`config.mk`:
```
export PLATFORM = sky130hd
export DESIGN_NAME = psram_qspi_responder_flat
export DESIGN_NICKNAME = d
export VERILOG_FILES = /design/src/rtl/psram_pkg.sv /design/src/rtl/psram_qspi_responder_if.sv /design/src/rtl/psram_sck_edge.sv /design/src/rtl/psram_qspi_responder.sv /design/src/flat_wrapper.sv
export SDC_FILE = /design/constraint.sdc
export NUM_CORES = 1
export LEC_CHECK = 0
export BUFFER_PORTS_ARGS = -buffer_cell sky130_fd_sc_hd__buf_2
export CORE_MARGIN = 10
export CORE_UTILIZATION = 45
export DETAILED_ROUTE_END_ITERATION = 10
export SLEW_MARGIN = 20
export SYNTH_ARGS = -nofsm -noshare
export SYNTH_HDL_FRONTEND = slang
export SYNTH_HIERARCHICAL = 1
export SYNTH_SLANG_ARGS = --single-unit
```
`constraint.sdc`:
```
create_clock -name clk -period 8.1 [get_ports clk]
set_input_delay 0.405 -clock clk [delete_from_list [all_inputs] [get_ports clk]]
set_output_delay 0.405 -clock clk [all_outputs]
set_load 0.05 [all_outputs]
```
`src/rtl/psram_pkg.sv`:
```
// Shared opcode constants and FSM state encoding for the QSPI PSRAM responder.
package psram_pkg;

  localparam logic [7:0] CMD_READ   = 8'h03;
  localparam logic [7:0] CMD_FREAD  = 8'h0B;
  localparam logic [7:0] CMD_QREAD  = 8'hEB;
  localparam logic [7:0] CMD_WRITE  = 8'h02;
  localparam logic [7:0] CMD_QWRITE = 8'h38;
  localparam logic [7:0] CMD_ENQPI  = 8'h35;
  localparam logic [7:0] CMD_EXQPI  = 8'hF5;

  typedef enum logic [2:0] {IDLE, CMD, ADDR, WAIT, RDATA, WDATA, IGNORE} state_e;

endpackage

```
`src/rtl/psram_qspi_responder_if.sv`:
```
// PSRAM serial link plus the byte-wide SRAM port behind the responder.
interface psram_qspi_responder_if #(parameter int AW = 23);
  logic          sck;
  logic          ce_n;
  logic [3:0]    sio_i;
  logic [3:0]    sio_o;
  logic [3:0]    sio_oe;
  logic [AW-1:0] mem_addr;
  logic          mem_re;
  logic [7:0]    mem_rdata;
  logic          mem_we;
  logic [7:0]    mem_wdata;
  logic          qpi_mode;

  modport slave (
    input  sck, ce_n, sio_i, mem_rdata,
    output sio_o, sio_oe, mem_addr, mem_re, mem_we, mem_wdata, qpi_mode
  );

  modport master (
    output sck, ce_n, sio_i, mem_rdata,
    input  sio_o, sio_oe, mem_addr, mem_re, mem_we, mem_wdata, qpi_mode
  );
endinterface

```
`src/rtl/psram_sck_edge.sv`:
```
// Samples sck in the clk domain and emits rise/fall events, suppressed while deselected.
module psram_sck_edge (
  input  logic clk,
  input  logic rst,
  input  logic sck,
  input  logic ce_n,
  output logic rise,
  output logic fall
);
  logic sck_q;

  always_ff @(posedge clk or posedge rst)
    if (rst) sck_q <= 1'b0;
    else     sck_q <= sck;

  assign rise = sck & ~sck_q & ~ce_n;
  assign fall = ~sck & sck_q & ~ce_n;
endmodule

```
`src/rtl/psram_qspi_responder.sv`:
```
// PSRAM device end of the SPI/QSPI/QPI link: decodes cmd/addr/wait/data phases
// into byte accesses on a synchronous SRAM port.
module psram_qspi_responder
  import psram_pkg::*;
#(
  parameter int AW        = 23,
  parameter int WAIT_FAST = 8,
  parameter int WAIT_QUAD = 6
) (
  input  logic                 clk,
  input  logic                 rst,
  psram_qspi_responder_if.slave bus
);
  state_e        state, state_nxt;
  logic          rise, fall, ce_q, wide, re, re_q;
  logic          quad, quad_nxt, is_rd, is_rd_nxt, qpi, qpi_nxt, dv, dv_nxt;
  logic          we, we_nxt;
  logic [23:0]   sr, sr_nxt, sr_in;
  logic [4:0]    cnt, cnt_nxt, cnt_inc, wait_n, wait_nxt;
  logic [AW-1:0] addr, addr_nxt, ra;
  logic [7:0]    pf, rbyte, byte_out, wdata, wdata_nxt;
  logic [3:0]    so, so_nxt;

  psram_sck_edge u_edge (.clk(clk), .rst(rst), .sck(bus.sck), .ce_n(bus.ce_n),
                         .rise(rise), .fall(fall));

  assign wide     = (state == CMD) ? qpi : quad;
  assign sr_in    = wide ? {sr[19:0], bus.sio_i} : {sr[22:0], bus.sio_i[0]};
  assign cnt_inc  = cnt + (wide ? 5'd4 : 5'd1);
  // read data is only guaranteed the cycle after mem_re, so it is parked in pf
  assign rbyte    = re_q ? bus.mem_rdata : pf;
  assign byte_out = (cnt == 5'd0) ? rbyte : sr[7:0];

  assign bus.mem_re    = re;
  assign bus.mem_addr  = re ? ra : addr;
  assign bus.mem_we    = we;
  assign bus.mem_wdata = wdata;
  assign bus.sio_o     = so;
  assign bus.qpi_mode  = qpi;
  assign bus.sio_oe    = (bus.ce_n || state != RDATA) ? 4'h0 :
                         quad ? (dv ? 4'hF : 4'h0) : 4'h2;

  always_comb begin
    state_nxt = state; sr_nxt = sr; cnt_nxt = cnt; wait_nxt = wait_n;
    quad_nxt = quad; is_rd_nxt = is_rd; qpi_nxt = qpi; dv_nxt = dv;
    so_nxt = so; we_nxt = 1'b0; wdata_nxt = wdata; re = 1'b0; ra = addr;
    addr_nxt = we ? addr + 1'b1 : addr;
    if (bus.ce_n) begin
      state_nxt = IDLE;
      dv_nxt    = 1'b0;
    end else begin
      case (state)
        IDLE: if (ce_q) begin
          state_nxt = CMD;
          cnt_nxt   = '0;
        end
        CMD: if (rise) begin
          sr_nxt = sr_in; cnt_nxt = cnt_inc;
          if (cnt_inc == 5'd8) begin
            cnt_nxt = '0; state_nxt = ADDR; quad_nxt = qpi; is_rd_nxt = 1'b1; wait_nxt = '0;
            case (sr_in[7:0])
              CMD_READ:   begin end
              CMD_FREAD:  wait_nxt = 5'(WAIT_FAST);
              CMD_QREAD:  begin quad_nxt = 1'b1; wait_nxt = 5'(WAIT_QUAD); end
              CMD_WRITE:  is_rd_nxt = 1'b0;
              CMD_QWRITE: begin quad_nxt = 1'b1; is_rd_nxt = 1'b0; end
              CMD_ENQPI:  begin qpi_nxt = 1'b1; state_nxt = IGNORE; end
              CMD_EXQPI:  begin qpi_nxt = 1'b0; state_nxt = IGNORE; end
              default:    state_nxt = IGNORE;
            endcase
          end
        end
        ADDR: if (rise) begin
          sr_nxt = sr_in; cnt_nxt = cnt_inc;
          if (cnt_inc == 5'd24) begin
            cnt_nxt  = '0;
            addr_nxt = sr_in[AW-1:0];
            if (!is_rd)              state_nxt = WDATA;
            else if (wait_n != 5'd0) state_nxt = WAIT;
            else begin
              state_nxt = RDATA; re = 1'b1; ra = sr_in[AW-1:0]; addr_nxt = ra + 1'b1;
            end
          end
        end
        WAIT: if (rise) begin
          cnt_nxt = cnt + 5'd1;
          if (cnt + 5'd1 == wait_n) begin
            cnt_nxt = '0; state_nxt = RDATA; re = 1'b1; addr_nxt = addr + 1'b1;
          end
        end
        RDATA: if (fall) begin
          dv_nxt      = 1'b1;
          cnt_nxt     = (cnt_inc == 5'd8) ? 5'd0 : cnt_inc;
          so_nxt      = quad ? byte_out[7:4] : {2'b00, byte_out[7], 1'b0};
          sr_nxt[7:0] = quad ? {byte_out[3:0], 4'h0} : {byte_out[6:0], 1'b0};
          // first unit of a byte out: prefetch the following byte
          if (cnt == 5'd0) begin
            re = 1'b1; addr_nxt = addr + 1'b1;
          end
        end
        WDATA: if (rise) begin
          sr_nxt = sr_in; cnt_nxt = cnt_inc;
          if (cnt_inc == 5'd8) begin
            cnt_nxt = '0; we_nxt = 1'b1; wdata_nxt = sr_in[7:0];
          end
        end
        default: begin end
      endcase
    end
  end

  always_ff @(posedge clk or posedge rst)
    if (rst) begin
      state <= IDLE; ce_q <= 1'b0; sr <= '0; cnt <= '0; wait_n <= '0;
      quad <= 1'b0; is_rd <= 1'b0; qpi <= 1'b0; dv <= 1'b0; addr <= '0;
      re_q <= 1'b0; pf <= '0; so <= '0; we <= 1'b0; wdata <= '0;
    end else begin
      state <= state_nxt; ce_q <= bus.ce_n; sr <= sr_nxt; cnt <= cnt_nxt; wait_n <= wait_nxt;
      quad <= quad_nxt; is_rd <= is_rd_nxt; qpi <= qpi_nxt; dv <= dv_nxt; addr <= addr_nxt;
      re_q <= re; pf <= rbyte; so <= so_nxt; we <= we_nxt; wdata <= wdata_nxt;
    end
endmodule

```
`src/flat_wrapper.sv`:
```
// flat-port wrapper written by rule: the top's interface ports become plain ports
module psram_qspi_responder_flat import psram_pkg::*;
#(
  parameter int AW        = 23,
  parameter int WAIT_FAST = 8,
  parameter int WAIT_QUAD = 6
)
  (clk, rst, bus_sck, bus_ce_n, bus_sio_i, bus_mem_rdata, bus_sio_o, bus_sio_oe, bus_mem_addr, bus_mem_re, bus_mem_we, bus_mem_wdata, bus_qpi_mode);
  psram_qspi_responder_if #(.AW(AW)) bus_i ();
  input  logic clk;
  input  logic rst;
  input wire logic [$bits(bus_i.sck)-1:0] bus_sck;
  input wire logic [$bits(bus_i.ce_n)-1:0] bus_ce_n;
  input wire logic [$bits(bus_i.sio_i)-1:0] bus_sio_i;
  input wire logic [$bits(bus_i.mem_rdata)-1:0] bus_mem_rdata;
  output wire logic [$bits(bus_i.sio_o)-1:0] bus_sio_o;
  output wire logic [$bits(bus_i.sio_oe)-1:0] bus_sio_oe;
  output wire logic [$bits(bus_i.mem_addr)-1:0] bus_mem_addr;
  output wire logic [$bits(bus_i.mem_re)-1:0] bus_mem_re;
  output wire logic [$bits(bus_i.mem_we)-1:0] bus_mem_we;
  output wire logic [$bits(bus_i.mem_wdata)-1:0] bus_mem_wdata;
  output wire logic [$bits(bus_i.qpi_mode)-1:0] bus_qpi_mode;
  assign bus_i.sck = bus_sck;
  assign bus_i.ce_n = bus_ce_n;
  assign bus_i.sio_i = bus_sio_i;
  assign bus_i.mem_rdata = bus_mem_rdata;
  assign bus_sio_o = bus_i.sio_o;
  assign bus_sio_oe = bus_i.sio_oe;
  assign bus_mem_addr = bus_i.mem_addr;
  assign bus_mem_re = bus_i.mem_re;
  assign bus_mem_we = bus_i.mem_we;
  assign bus_mem_wdata = bus_i.mem_wdata;
  assign bus_qpi_mode = bus_i.qpi_mode;
  psram_qspi_responder #(.AW(AW), .WAIT_FAST(WAIT_FAST), .WAIT_QUAD(WAIT_QUAD)) u_core (.clk(clk), .rst(rst), .bus(bus_i));
endmodule
```
==> impl_metrics.ini <==
[worst_setup_path]
crit_path_end_kind = primary output
cp_data_required_time_ps = 7700
crit_arrival_ps = 4870
path_max_fanout = 45
crit_type = reg -> out
crit_path_start_kind = register

[die]
rows = 43
core_area_um2 = 13900
die_area_um2 = 19500
start_util_pct = 46.2
die_y_um = 140
fp.dieW_um = 140
io-pin-count = 58

[synthesis]
yosysWarnings = 6
ys_top_cells_by_area = dfrtp_1 32%, mux2i_1 5.8%, nand2_1 5.1%
ys_types = 81
synth_area_um2 = 6430
synth_edf_count = 0
async_reset_ff_share_pct = 100
synth_fp_nets = 813
syn_avg_cell_area_um2 = 8.17
synthFlopType = dfrtp_1
synth-seq-cells = 83
synthCells = 787
yosysTopAreaCell = dfrtp_1
synth_top_area_share_pct = 32.3
yosysSeqAreaShare_pct = 32.3

[power_and_ir_drop]
pwr-share-seq_pct = 35.5
power.internal_uw = 960
ir_drop_uv = 132
p_leak_nw = 3.00
power_switching_uw = 665
p_sw_share_pct = 40.9
pwr-share-comb_pct = 33.9
pwr-share-clk_pct = 30.5
power_density_nw_per_um2 = 228

[timing]
tns_ps = 0
fmax_mhz = 189
post-route-period-util_pct = 65.2
slew_violations = 0
whs_ps = 179
finalCriticalPeriod_ps = 5280
clock_skew_ps = 8.03
hold_violations = 0
setup_viol = 0
tightest_slew_ps = 880
slew-limit-headroom_pct = 40.9
rsz0062_at_grt = false

[clocking]
cts-root-buf = clkbuf_16
post_cts_resize_count = 0
numCtsBuffers = 9
htree_levels = 3
cts_tree = built
clk_path_buf_depth = 2
worstSkewPairLatency_ps = 350
cts.clk_slew.worst_paths_ps = 70
cts_sinks = 83

[final_layout]
design_area_um2 = 7130
num_antenna_cells = 0
syn_to_final_growth_pct = 10.8
multi_input_area_um2 = 4050
stdcell_count = 997
fill_cells = 1342
seq_area_um2 = 2080
fin_nets = 838
drive_gt1_share_pct = 14.1

[grt]
grt_usage_pct = 20.5
grt_antenna_before_repair = 0
grt_pass1_wl_mm = 32.9
grt_pass1_vias = 5805
grt_max_degree = 83
grt_remaining_overflow = 0

[place]
portBuffers = 57
place_congestion = 0.903
dp.cells = 980
postPlaceCellArea_um2 = 6770
dp_hpwl_mm = 15.3

[job]
drv_cap = 0

[detailed_routing]
drc = 0
ant_nets = 0
post_drt_via_cell_ratio = 6.32
drtPass1Iterations = 5
wire_per_inst_um = 20.8
drt_iter0_drc = 773
drt-total-wl_mm = 20.7
vias = 6298

[worst_hold_path]
min_path_type = in -> reg

[outcome]
status = finished clean
[power groups by stage]
stage	clock, mW	combinational (mW)	sequential (mW)
after detailed placement	0	0.544	0.579
after CTS	0.503	0.546	0.572
after global routing	0.521	0.603	0.587
after global placement	0	0.538	0.580
final	0.496	0.551	0.577
after floorplan	0	0.447	0.505
[repair_timing]
action                                 CTS  global route
setup buffers                            0             0
endpoints found under the hold margin    1             0
hold buffers                             1             0
[state kept, by name (all words and copies together) (netlist names), 2 cells and up]
register,cells
u_core/sr,22
u_core/pf,8
u_core/addr,23
u_core/bus.mem_wdata,8
u_core/wait_n,2
u_core/cnt,5
u_core/state,3
u_core/bus.sio_o,4
[cells by family after synthesis]
group           after synthesis  synth area share (%)
buf+inv                      71                  4.94
compound gates              230                  23.4
xor+xnor                     37                  5.04
simple gates                302                  23.5
fa+ha+maj                    10                  1.94
mux                          54                  8.91
flops                        83                  32.3
[final timing paths]
check                                         from                       to  slack (ps)  depth (start not counted)
max                                u_core/state[0]          bus_mem_addr[0]        2820                         13
min                                        bus_sck      u_core/u_edge/sck_q         180                          1
max reg2reg                        u_core/state[0]          u_core/addr[18]        3380                         13
min reg2reg                u_core/bus.mem_wdata[2]  u_core/bus.mem_wdata[2]         480                          2
max in group asynchronous                      rst            u_core/sr[20]        6750                          4
min in group asynchronous                      rst      u_core/u_edge/sck_q         450                          3
[cell usage after synthesis (all sizes together) (15+ instances only)]
cell type,count
inv,20
a21oi,59
nand2,88
o21ai,64
dfrtp,83
xor2,17
nand3,36
mux2i,38
xnor2,20
mux2,16
buf,15
nor3,20
clkbuf,35
nor2,75
[cell type report]
type	count	share of cell area, %
flip-flops and latches	83	29.1
clock buffers	9	3.16
well taps	180	3.16
clock inverters	7	1.70
inverters	21	1.19
multi-input cells	633	56.8
repair buffers	64	4.83
[through the flow]
step / util, % / power (mW) / setup WS (ps)
after floorplan: - / 0.952 / 3220
after global placement: 48.6 / 1.12 / 3380
after detailed placement: 48.6 / 1.12 / 3270
after CTS: 51.1 / 1.62 / 2870
after global routing: 51.2 / 1.71 / 2510
final: 51.2 / 1.62 / 2820
[placed cells by master, fill, tap and decap left out, types with 20 or more instances in the layout]
| master | count |
|---|---|
| nand2_1 | 88 |
| buf_2 | 57 |
| nor2_1 | 75 |
| nand3_1 | 36 |
| mux2i_1 | 37 |
| xnor2_1 | 20 |
| dfrtp_1 | 83 |
| a21oi_1 | 59 |
| o21ai_0 | 63 |
[worst max-delay path: stages (launching register included)]
cell and delay, ps:
dfrtp_1 670, or3b_4 470, a21o_1 190, buf_4 250
inv_6 310, ha_1 260, ha_1 270, or3_1 410
nor2_1 250, nand4_1 200, nor3_4 170, buf_4 440
mux2_2 400, buf_2 210
[layer usage]
metal	up-vias	part of all wire, %	GRT usage (%)	routed length [um]
met3	34	6.5	3.23	1350
met4	0	2.8	8.53	574
met2	255	44	29.4	9000
met5	-	0	0	0
li1	2931	-	-	-
met1	3078	47	29.7	9770
Note: power is estimated with default switching activity, not from simulation.
